[config.mk]
export PLATFORM = sky130hd
export DESIGN_NAME = mul_arbiter
export DESIGN_NICKNAME = d
export VERILOG_FILES = /design/src/rtl/mul_pkg.sv /design/src/rtl/rr_arbiter.sv /design/src/rtl/mul_arbiter.sv
export SDC_FILE = /design/constraint.sdc
export NUM_CORES = 1
export LEC_CHECK = 0
export CAP_MARGIN = 15
export CORE_AREA = 2 2 152 154
export DETAILED_ROUTE_END_ITERATION = 8
export DIE_AREA = 0 0 154 156
export GPL_ROUTABILITY_DRIVEN = 1
export GPL_TIMING_DRIVEN = 0
export PLACE_DENSITY_LB_ADDON = 0.05
export SLEW_MARGIN = 5
export SYNTH_ARGS = -nofsm -noshare
export SYNTH_HDL_FRONTEND = slang
export SYNTH_SLANG_ARGS = --single-unit
export TNS_END_PERCENT = 5
[constraint.sdc]
create_clock -name clk -period 1.5 [get_ports clk]
set_input_delay 0.225 -clock clk [delete_from_list [all_inputs] [get_ports clk]]
set_output_delay 0.225 -clock clk [all_outputs]
set_load 0.05 [all_outputs]
[src/rtl/mul_pkg.sv]
// Shared widths and the in-flight tag type for the multiplier arbiter.
// Tag ids are sized for up to MAX_NREQ requesters so one tag type serves every instance.
package mul_pkg;

    localparam int DEF_OP_W  = 32;
    localparam int DEF_DST_W = 2 * DEF_OP_W;
    localparam int MAX_NREQ  = 16;
    localparam int ID_W      = $clog2(MAX_NREQ);

    typedef struct packed {
        logic            valid;
        logic [ID_W-1:0] id;
    } tag_t;

    // Round-robin successor of id among n requesters.
    function automatic logic [ID_W-1:0] next_id(input logic [ID_W-1:0] id, input int n);
        return (int'(id) == n - 1) ? '0 : id + 1'b1;
    endfunction

endpackage

[src/rtl/rr_arbiter.sv]
// Round-robin picker: first set request at or after ptr, ascending with wrap.
// Produces a one-hot grant plus its encoded index.
module rr_arbiter
    import mul_pkg::*;
#(
    parameter int NREQ = 2
) (
    input  logic [NREQ-1:0] req,
    input  logic [ID_W-1:0] ptr,
    output logic [NREQ-1:0] gnt,
    output logic [ID_W-1:0] gnt_id,
    output logic            gnt_any
);

    always_comb begin
        int unsigned idx;
        gnt     = '0;
        gnt_id  = '0;
        gnt_any = 1'b0;
        idx     = 0;
        for (int unsigned k = 0; k < NREQ; k++) begin
            idx = (32'(ptr) + k) % NREQ;
            if (!gnt_any && req[idx]) begin
                gnt[idx] = 1'b1;
                gnt_id   = ID_W'(idx);
                gnt_any  = 1'b1;
            end
        end
    end

endmodule

[src/rtl/mul_arbiter.sv]
// Shares one external pipelined signed multiplier among NREQ requesters (NREQ <= MAX_NREQ).
// A tag pipe aligned to MUL_LATENCY routes each product to its owner's response register.
module mul_arbiter
    import mul_pkg::*;
#(
    parameter int NREQ        = 2,
    parameter int MUL_LATENCY = 3,
    parameter int OP_W        = DEF_OP_W,
    parameter int DST_W       = DEF_DST_W
) (
    input  logic                  clk,
    input  logic                  rst_n,
    input  logic [NREQ-1:0]       req_valid,
    output logic [NREQ-1:0]       req_ready,
    input  logic [NREQ*OP_W-1:0]  req_op1,
    input  logic [NREQ*OP_W-1:0]  req_op2,
    output logic [NREQ-1:0]       rsp_valid,
    input  logic [NREQ-1:0]       rsp_ready,
    output logic [NREQ*DST_W-1:0] rsp_dst,
    output logic [OP_W-1:0]       mul_op1,
    output logic [OP_W-1:0]       mul_op2,
    input  logic [DST_W-1:0]      mul_dst
);

    logic [NREQ-1:0] pending;
    logic [NREQ-1:0] eligible;
    logic [NREQ-1:0] gnt;
    logic [NREQ-1:0] rsp_fire;
    logic [ID_W-1:0] rr_ptr;
    logic [ID_W-1:0] gnt_id;
    logic            gnt_any;
    logic [OP_W-1:0] op1_sel;
    logic [OP_W-1:0] op2_sel;
    tag_t            tag_pipe [MUL_LATENCY];
    tag_t            tail;

    // Pending blocks re-issue until the owner drains its response, so the multiplier never stalls.
    assign eligible  = req_valid & ~pending;
    assign req_ready = gnt;
    assign rsp_fire  = rsp_valid & rsp_ready;
    assign tail      = tag_pipe[MUL_LATENCY-1];

    rr_arbiter #(
        .NREQ(NREQ)
    ) u_rr (
        .req    (eligible),
        .ptr    (rr_ptr),
        .gnt    (gnt),
        .gnt_id (gnt_id),
        .gnt_any(gnt_any)
    );

    always_comb begin
        op1_sel = '0;
        op2_sel = '0;
        for (int unsigned i = 0; i < NREQ; i++) begin
            if (gnt[i]) begin
                op1_sel = req_op1[i*OP_W +: OP_W];
                op2_sel = req_op2[i*OP_W +: OP_W];
            end
        end
    end

    always_ff @(posedge clk or negedge rst_n) begin
        if (!rst_n) begin
            mul_op1 <= '0;
            mul_op2 <= '0;
            rr_ptr  <= '0;
        end else if (gnt_any) begin
            mul_op1 <= op1_sel;
            mul_op2 <= op2_sel;
            rr_ptr  <= next_id(gnt_id, NREQ);
        end
    end

    always_ff @(posedge clk or negedge rst_n) begin
        if (!rst_n) begin
            for (int unsigned i = 0; i < MUL_LATENCY; i++) begin
                tag_pipe[i] <= '0;
            end
        end else begin
            tag_pipe[0] <= '{valid: gnt_any, id: gnt_id};
            for (int unsigned i = 1; i < MUL_LATENCY; i++) begin
                tag_pipe[i] <= tag_pipe[i-1];
            end
        end
    end

    always_ff @(posedge clk or negedge rst_n) begin
        if (!rst_n) begin
            pending   <= '0;
            rsp_valid <= '0;
            rsp_dst   <= '0;
        end else begin
            pending <= (pending | gnt) & ~rsp_fire;
            for (int unsigned i = 0; i < NREQ; i++) begin
                if (tail.valid && tail.id == ID_W'(i)) begin
                    rsp_valid[i]                 <= 1'b1;
                    rsp_dst[i*DST_W +: DST_W]    <= mul_dst;
                end else if (rsp_fire[i]) begin
                    rsp_valid[i] <= 1'b0;
                end
            end
        end
    end

endmodule
Word level (Yosys, flattened, before mapping)
Index checks and enable logic that the tools add are counted.

word-level totals
  bits in registers = 212
  input port bits = 198
  output and inout port bits = 196
  logic and storage cells = 61

operators by class
  add/subtract/negate cells = 2
  magnitude comparators = 4
  equal/unequal tests = 2
  muxes and demuxes = 23
  bitwise logic cells = 7
  reductions and logical operators = 9

operator list
  operator                                                    count
  two-way mux 32 bit                                          4
  two-way mux 1 bit                                           15
  AND 2 bit                                                   3
  logical AND 1 bit                                           5
  == test 4 x 1 -> 1 bit, second input constant               1
  == test 4 x 2 -> 1 bit, second input constant               1
  zero test 4 bit                                             1
  less-than comparator 1 x 2 -> 1 bit, second input constant  2
  two-way mux 2 bit                                           2
  inverter 2 bit                                              2
  bitwise OR 2 bit                                            2
  nonzero test 2 bit                                          2
  adder 1 bit, second input constant                          2
  demux 1 bit (select 1 bit)                                  2
  greater-or-equal comparator 1 bit, second input constant    2
  zero test 1 bit                                             1

Logic depth before layout (Yosys ltp)
  word-level depth = 10
  gate-level depth with buffers = 6
  gate-level depth less buffers = 4

By module
A second synthesis with hierarchy kept.

unflattened totals
  cells, all modules = 617
  area total of the unflattened synthesis = 8,526.9 sq um

by module, submodules not included
  module       instances  cells an instance  area an instance (sq um)  seq. area each (sq um)
  mul_arbiter  1          608                8,468.1                   5,380.2
  rr_arbiter   1          9                  58.8                      0.0

Worst setup path before layout
No wires, ideal clock.

  kind = register to register
  from = reg rr_ptr[0]
  to = reg pending[0]
  library setup time = 0.082 ns
  arrival time = 1.581 ns
  required time = 1.418 ns
  slack = -0.163 ns
  stages on the path, launching flop included = 5
  path buffers = 1
  clock period less this slack = 1.663 ns
  path through = dfrtp_1 > and3b_1 > clkbuf_1 > nor2_1 > a2bb2oi_1

between the ends
  longest elaborated chain between the ends = 9
  elaborated cells on any way between the ends = 23
  classes of those cells = 1 x add/sub; 4 x order compare; 11 x mux; 3 x bitwise; 4 x reduce/logical

RTL lines
  item                                                                                   RTL line           source
  start, declared                                                                        mul_arbiter.sv:29  logic [ID_W-1:0] rr_ptr;
  start signal, assigned                                                                 mul_arbiter.sv:72  rr_ptr <= next_id(gnt_id, NREQ);
  adder 1 bit (tied with other cells)                                                    rr_arbiter.sv:22   idx = (32'(ptr) + k) % NREQ;
  less-than comparator 1 x 2 -> 1 bit (implied by the code) (tied with other cells)      rr_arbiter.sv:24   gnt[idx] = 1'b1;
  logical AND 1 bit (implied by the code) or two-way mux 1 bit (tied branches)           rr_arbiter.sv:24
  two-way mux 1 bit (implied by the code) or demux 1 bit (select 1 bit) (tied branches)  -
  demux 1 bit (select 1 bit) or two-way mux 2 bit (tied branches)                        -
  bitwise OR 2 bit (no line)                                                             -
  two-way mux 2 bit (*)                                                                  rr_arbiter.sv:23   if (!gnt_any && req[idx]) begin
  via req_ready[0]                                                                       mul_arbiter.sv:14  output logic [NREQ-1:0] req_ready,
  bitwise OR 2 bit (*)                                                                   mul_arbiter.sv:95  pending <= (pending | gnt) & ~rsp_fire;
  AND 2 bit (*)                                                                          mul_arbiter.sv:95
  end signal, assigned                                                                   mul_arbiter.sv:95
  end, declared                                                                          mul_arbiter.sv:25  logic [NREQ-1:0] pending;

Mark *: on every way through the listed nets, which the timed path passes. The rest lies on a longest branch. The select of a mux whose other input is x is not followed.
A chain may end at the register's enable or synchronous reset.

Final worst setup path
  from = reg pending[0]
  to = out req_ready[1]

between the ends
  longest elaborated chain between the ends = 8
  elaborated cells on any way between the ends = 12
  classes of those cells = 7 x mux; 3 x bitwise; 2 x reduce/logical

RTL lines
  item                                                  RTL line           source
  inverter 2 bit (*)                                    mul_arbiter.sv:38  assign eligible = req_valid & ~pending;
  AND 2 bit (*)                                         mul_arbiter.sv:38
  two-way mux 1 bit (implied by the code) (2 in a row)  rr_arbiter.sv:23
  two-way mux 1 bit                                     rr_arbiter.sv:23
  zero test 1 bit                                       rr_arbiter.sv:23
  logical AND 1 bit                                     rr_arbiter.sv:23
  two-way mux 2 bit (*)                                 rr_arbiter.sv:23
  end, declared                                         mul_arbiter.sv:14

Mark *: on every way between the ends. The rest lies on a longest branch, timed or not. The select of a mux whose other input is x is not followed.

==> impl_metrics.env <==
export IMPL_hpwl_um=19700
export IMPL_synth_async_reset_ratio=1.00
export IMPL_cp_cell_sequence="nand2b_4, o21ai_4, buf_6, buf_8, inv_4, buf_8"
export IMPL_synth_top_area_share=0.636
export IMPL_diodes=0
export IMPL_layoutNonFillerInstCount=1259
export IMPL_drt_iter0_drc=203
export IMPL_viasPerCell=5.00
export IMPL_cp_num_buf_inv=4
export IMPL_synth_avg_cell_area_um2=15.4
export IMPL_reg2reg_slack_ns=-0.15
export IMPL_rows=55
export IMPL_max_cap_violations=0
export IMPL_wl_per_cell_um=21.0
export IMPL_drive_gt1_frac=0.513
export IMPL_synthSimpleGateAreaFrac=0.0562
export IMPL_drc=0
export IMPL_regArea_mm2=0.00508
export IMPL_pwr_density_cell_mw_per_mm2=2710
export IMPL_netlist_instances=519
export IMPL_clkSlewWorstSetupHoldPaths_ns=0.06
export IMPL_io_buffers=393
export IMPL_clk_latency_ns=0.50
export IMPL_initial_core_util=0.357
export IMPL_synth_top_family_by_area="multiplexers"
export IMPL_fillers=1812
export IMPL_postLayoutCoreUtil=0.597
export IMPL_ys_seq_elements=203
export IMPL_core_area_mm2=0.0224
export IMPL_cpMostUsedCell="buf_8"
export IMPL_layout_setup_ws_ns=-0.320
export IMPL_dieArea_mm2=0.0240
export IMPL_cp_slowest_cell="dfrtp_1"
export IMPL_power_mw=36.2
export IMPL_grt_max_degree=124
export IMPL_ys_seq_area_frac=0.636
export IMPL_root_buffer="clkbuf_16"
export IMPL_numCtsBuffers=23
export IMPL_dr_pass1_iters=4
export IMPL_setup_worst_path_end_class="output port"
export IMPL_cp_arrival_ns=1.60
export IMPL_yosysMostFrequentCell="dfrtp_1"
export IMPL_die_w_um=154
export IMPL_crit_path_max_fanout=4
export IMPL_ctsLongestPathBuffers=3
export IMPL_worst_pin_slew_ns=0.631
export IMPL_grt_pass1_vias=6930
export IMPL_cts_tree="done"
export IMPL_place_inst=1198
export IMPL_fmax_mhz=549
export IMPL_ios=394
export IMPL_area_delta_synth_final_pct=67.0
export IMPL_grt_overflow_total=0
export IMPL_synth_flop_cell="dfrtp_1"
export IMPL_synth_area_leaders="dfrtp_1 64%, mux2_2 18%, o221a_2 9.0%"
export IMPL_period_needed_ns=1.82
export IMPL_synth_xor_area_share=0
export IMPL_setup_viol=60
export IMPL_place_gp_congestion=0.848
export IMPL_grt_util_all_layers=0.214
export IMPL_setup_tns_ns=-6.76
export IMPL_rsz0062_at_grt="true"
export IMPL_hold_path_class="in -> async"
export IMPL_finalCritPeriodShare=1.21
export IMPL_crit_path_max_incr_delay_ns=0.38
export IMPL_slew_violations=0
export IMPL_multi_input_area_mm2=0.00272
export IMPL_nets=1157
export IMPL_synth_compound_area_frac=0.0952
export IMPL_yosys_area_top_type="dfrtp_1"
export IMPL_setup_worst_path_start_class="flip-flop"
export IMPL_slew_headroom=0.579
export IMPL_cts_sinks=203
export IMPL_postRouteAntennaNets=0
export IMPL_vdd_drop_max_mv=1.51
export IMPL_drt_total_wl_um=26400
export IMPL_yosysWarningCount=0
export IMPL_synth_cell_area_mm2=0.00799
export IMPL_synth_adder_area_share=0
export IMPL_final_hold_violation_count=0
export IMPL_num_vias=6294
export IMPL_synth_cell_types=22
export IMPL_violations="negative setup slack"
export IMPL_p_leak_nw=5.63
export IMPL_dp_slack_ns=-1.08
export IMPL_outcome="finished, violations left"
export IMPL_syn_nets=717
export IMPL_cts_htree_levels=1
export IMPL_synth_edf_count=0
export IMPL_path_class="reg -> out"
export IMPL_die_h_um=156
export IMPL_crit_required_ns=1.27
export IMPL_antenna_found_initial=1
export IMPL_synthTopCellsByCount="203 x dfrtp_1, 128 x mux2_2, 64 x o221a_2, 64 x or3_1, 26 x buf_2"
export IMPL_cp_top_family="buffers and inverters"
export IMPL_grt_pass1_wl_um=40100
export IMPL_synth_mux_area_frac=0.180
export IMPL_clock_skew_final_ns=0.0111
-- repair_timing --
action,CTS,global route
resized for setup,674,151
cloned,0,6
endpoints found under the setup margin,334,289
hold buffers,1,0
pin swaps,1,2
setup buffers,9,7
endpoints found under the hold margin,80,0
-- cells in the final DEF (no fill, tap or decap), types with 2 or more instances in the layout --
| cell | count |
|---|---|
| a2bb2oi_1 | 2 |
| buf_12 | 2 |
| buf_2 | 72 |
| buf_4 | 25 |
| buf_6 | 14 |
| buf_8 | 5 |
| bufinv_16 | 4 |
| clkbuf_1 | 2 |
| clkbuf_16 | 25 |
| clkbuf_2 | 2 |
| clkbuf_4 | 6 |
| clkbuf_8 | 6 |
| clkdlybuf4s15_2 | 96 |
| clkdlybuf4s18_2 | 35 |
| clkdlybuf4s50_1 | 196 |
| clkinv_2 | 4 |
| dfrtp_1 | 203 |
| inv_1 | 4 |
| mux2_2 | 128 |
| o221a_2 | 62 |
| o221a_4 | 2 |
| or3_1 | 60 |
| or3_4 | 4 |
-- path summary, 6_finish.rpt --
check                                     endpoint                   from  depth (start not counted)
setup / recovery                      req_ready[1]   pending[0]$_DFF_PN0_                          6
hold / removal             rsp_dst[11]$_DFFE_PN0P_                  rst_n                          2
setup reg to reg           mul_op1[17]$_DFFE_PN0P_   pending[1]$_DFF_PN0_                          6
hold reg to reg              tag_pipe[0]$_DFF_PN0_  tag_pipe[5]$_DFF_PN0_                          0
max in group asynchronous  rsp_dst[61]$_DFFE_PN0P_                  rst_n                          3
min in group clk              pending[1]$_DFF_PN0_           rsp_ready[1]                          2
-- area by class of cell --
type | count | area share
plain buffers | 42 | 0.0274
clock buffers | 31 | 0.0499
clock inverters | 9 | 0.0111
inverters | 5 | 0.00159
multi-input cells | 269 | 0.204
flip-flops and latches | 203 | 0.381
well taps | 285 | 0.0267
repair buffers | 415 | 0.299
-- flip-flops by register name, indices dropped and copies added, names as in the netlist --
register	count
rsp_dst	128
mul_op1	32
mul_op2	32
tag_pipe	6
pending	2
rsp_valid	2
rr_ptr	1
-- kinds of logic (layout without fill, tap and decap cells) --
group,after synthesis,in the layout
mux,128,128
buf+inv,47,502
flops,203,203
simple gates,71,71
compound gates,70,70
-- layer usage --
metal | up-vias | share of wire | track usage
met5 | - | 0 | 0
met4 | 0 | 0.041 | 0.0810
met3 | 61 | 0.081 | 0.0689
met2 | 278 | 0.51 | 0.380
met1 | 3134 | 0.37 | 0.239
li1 | 2821 | - | -
-- where the power goes --
part	switching [mW]	internal, mW	leakage (nW)
Sequential	1.48	8.23	2.33
Combinational	13.4	7.08	2.90
Clock	2.21	3.78	0.401
-- per-stage QoR --
stage / hold slack (ns) / area, um^2
2_1_floorplan: -0.0706 / 8000
3_3_place_gp: 0.334 / 12300
3_5_place_dp: 0.256 / 12300
4_1_cts: 0.286 / 13500
5_1_grt: 0.284 / 13300
6_report: 0.242 / 13300
No activity file was read; power rests on OpenSTA's default activity.
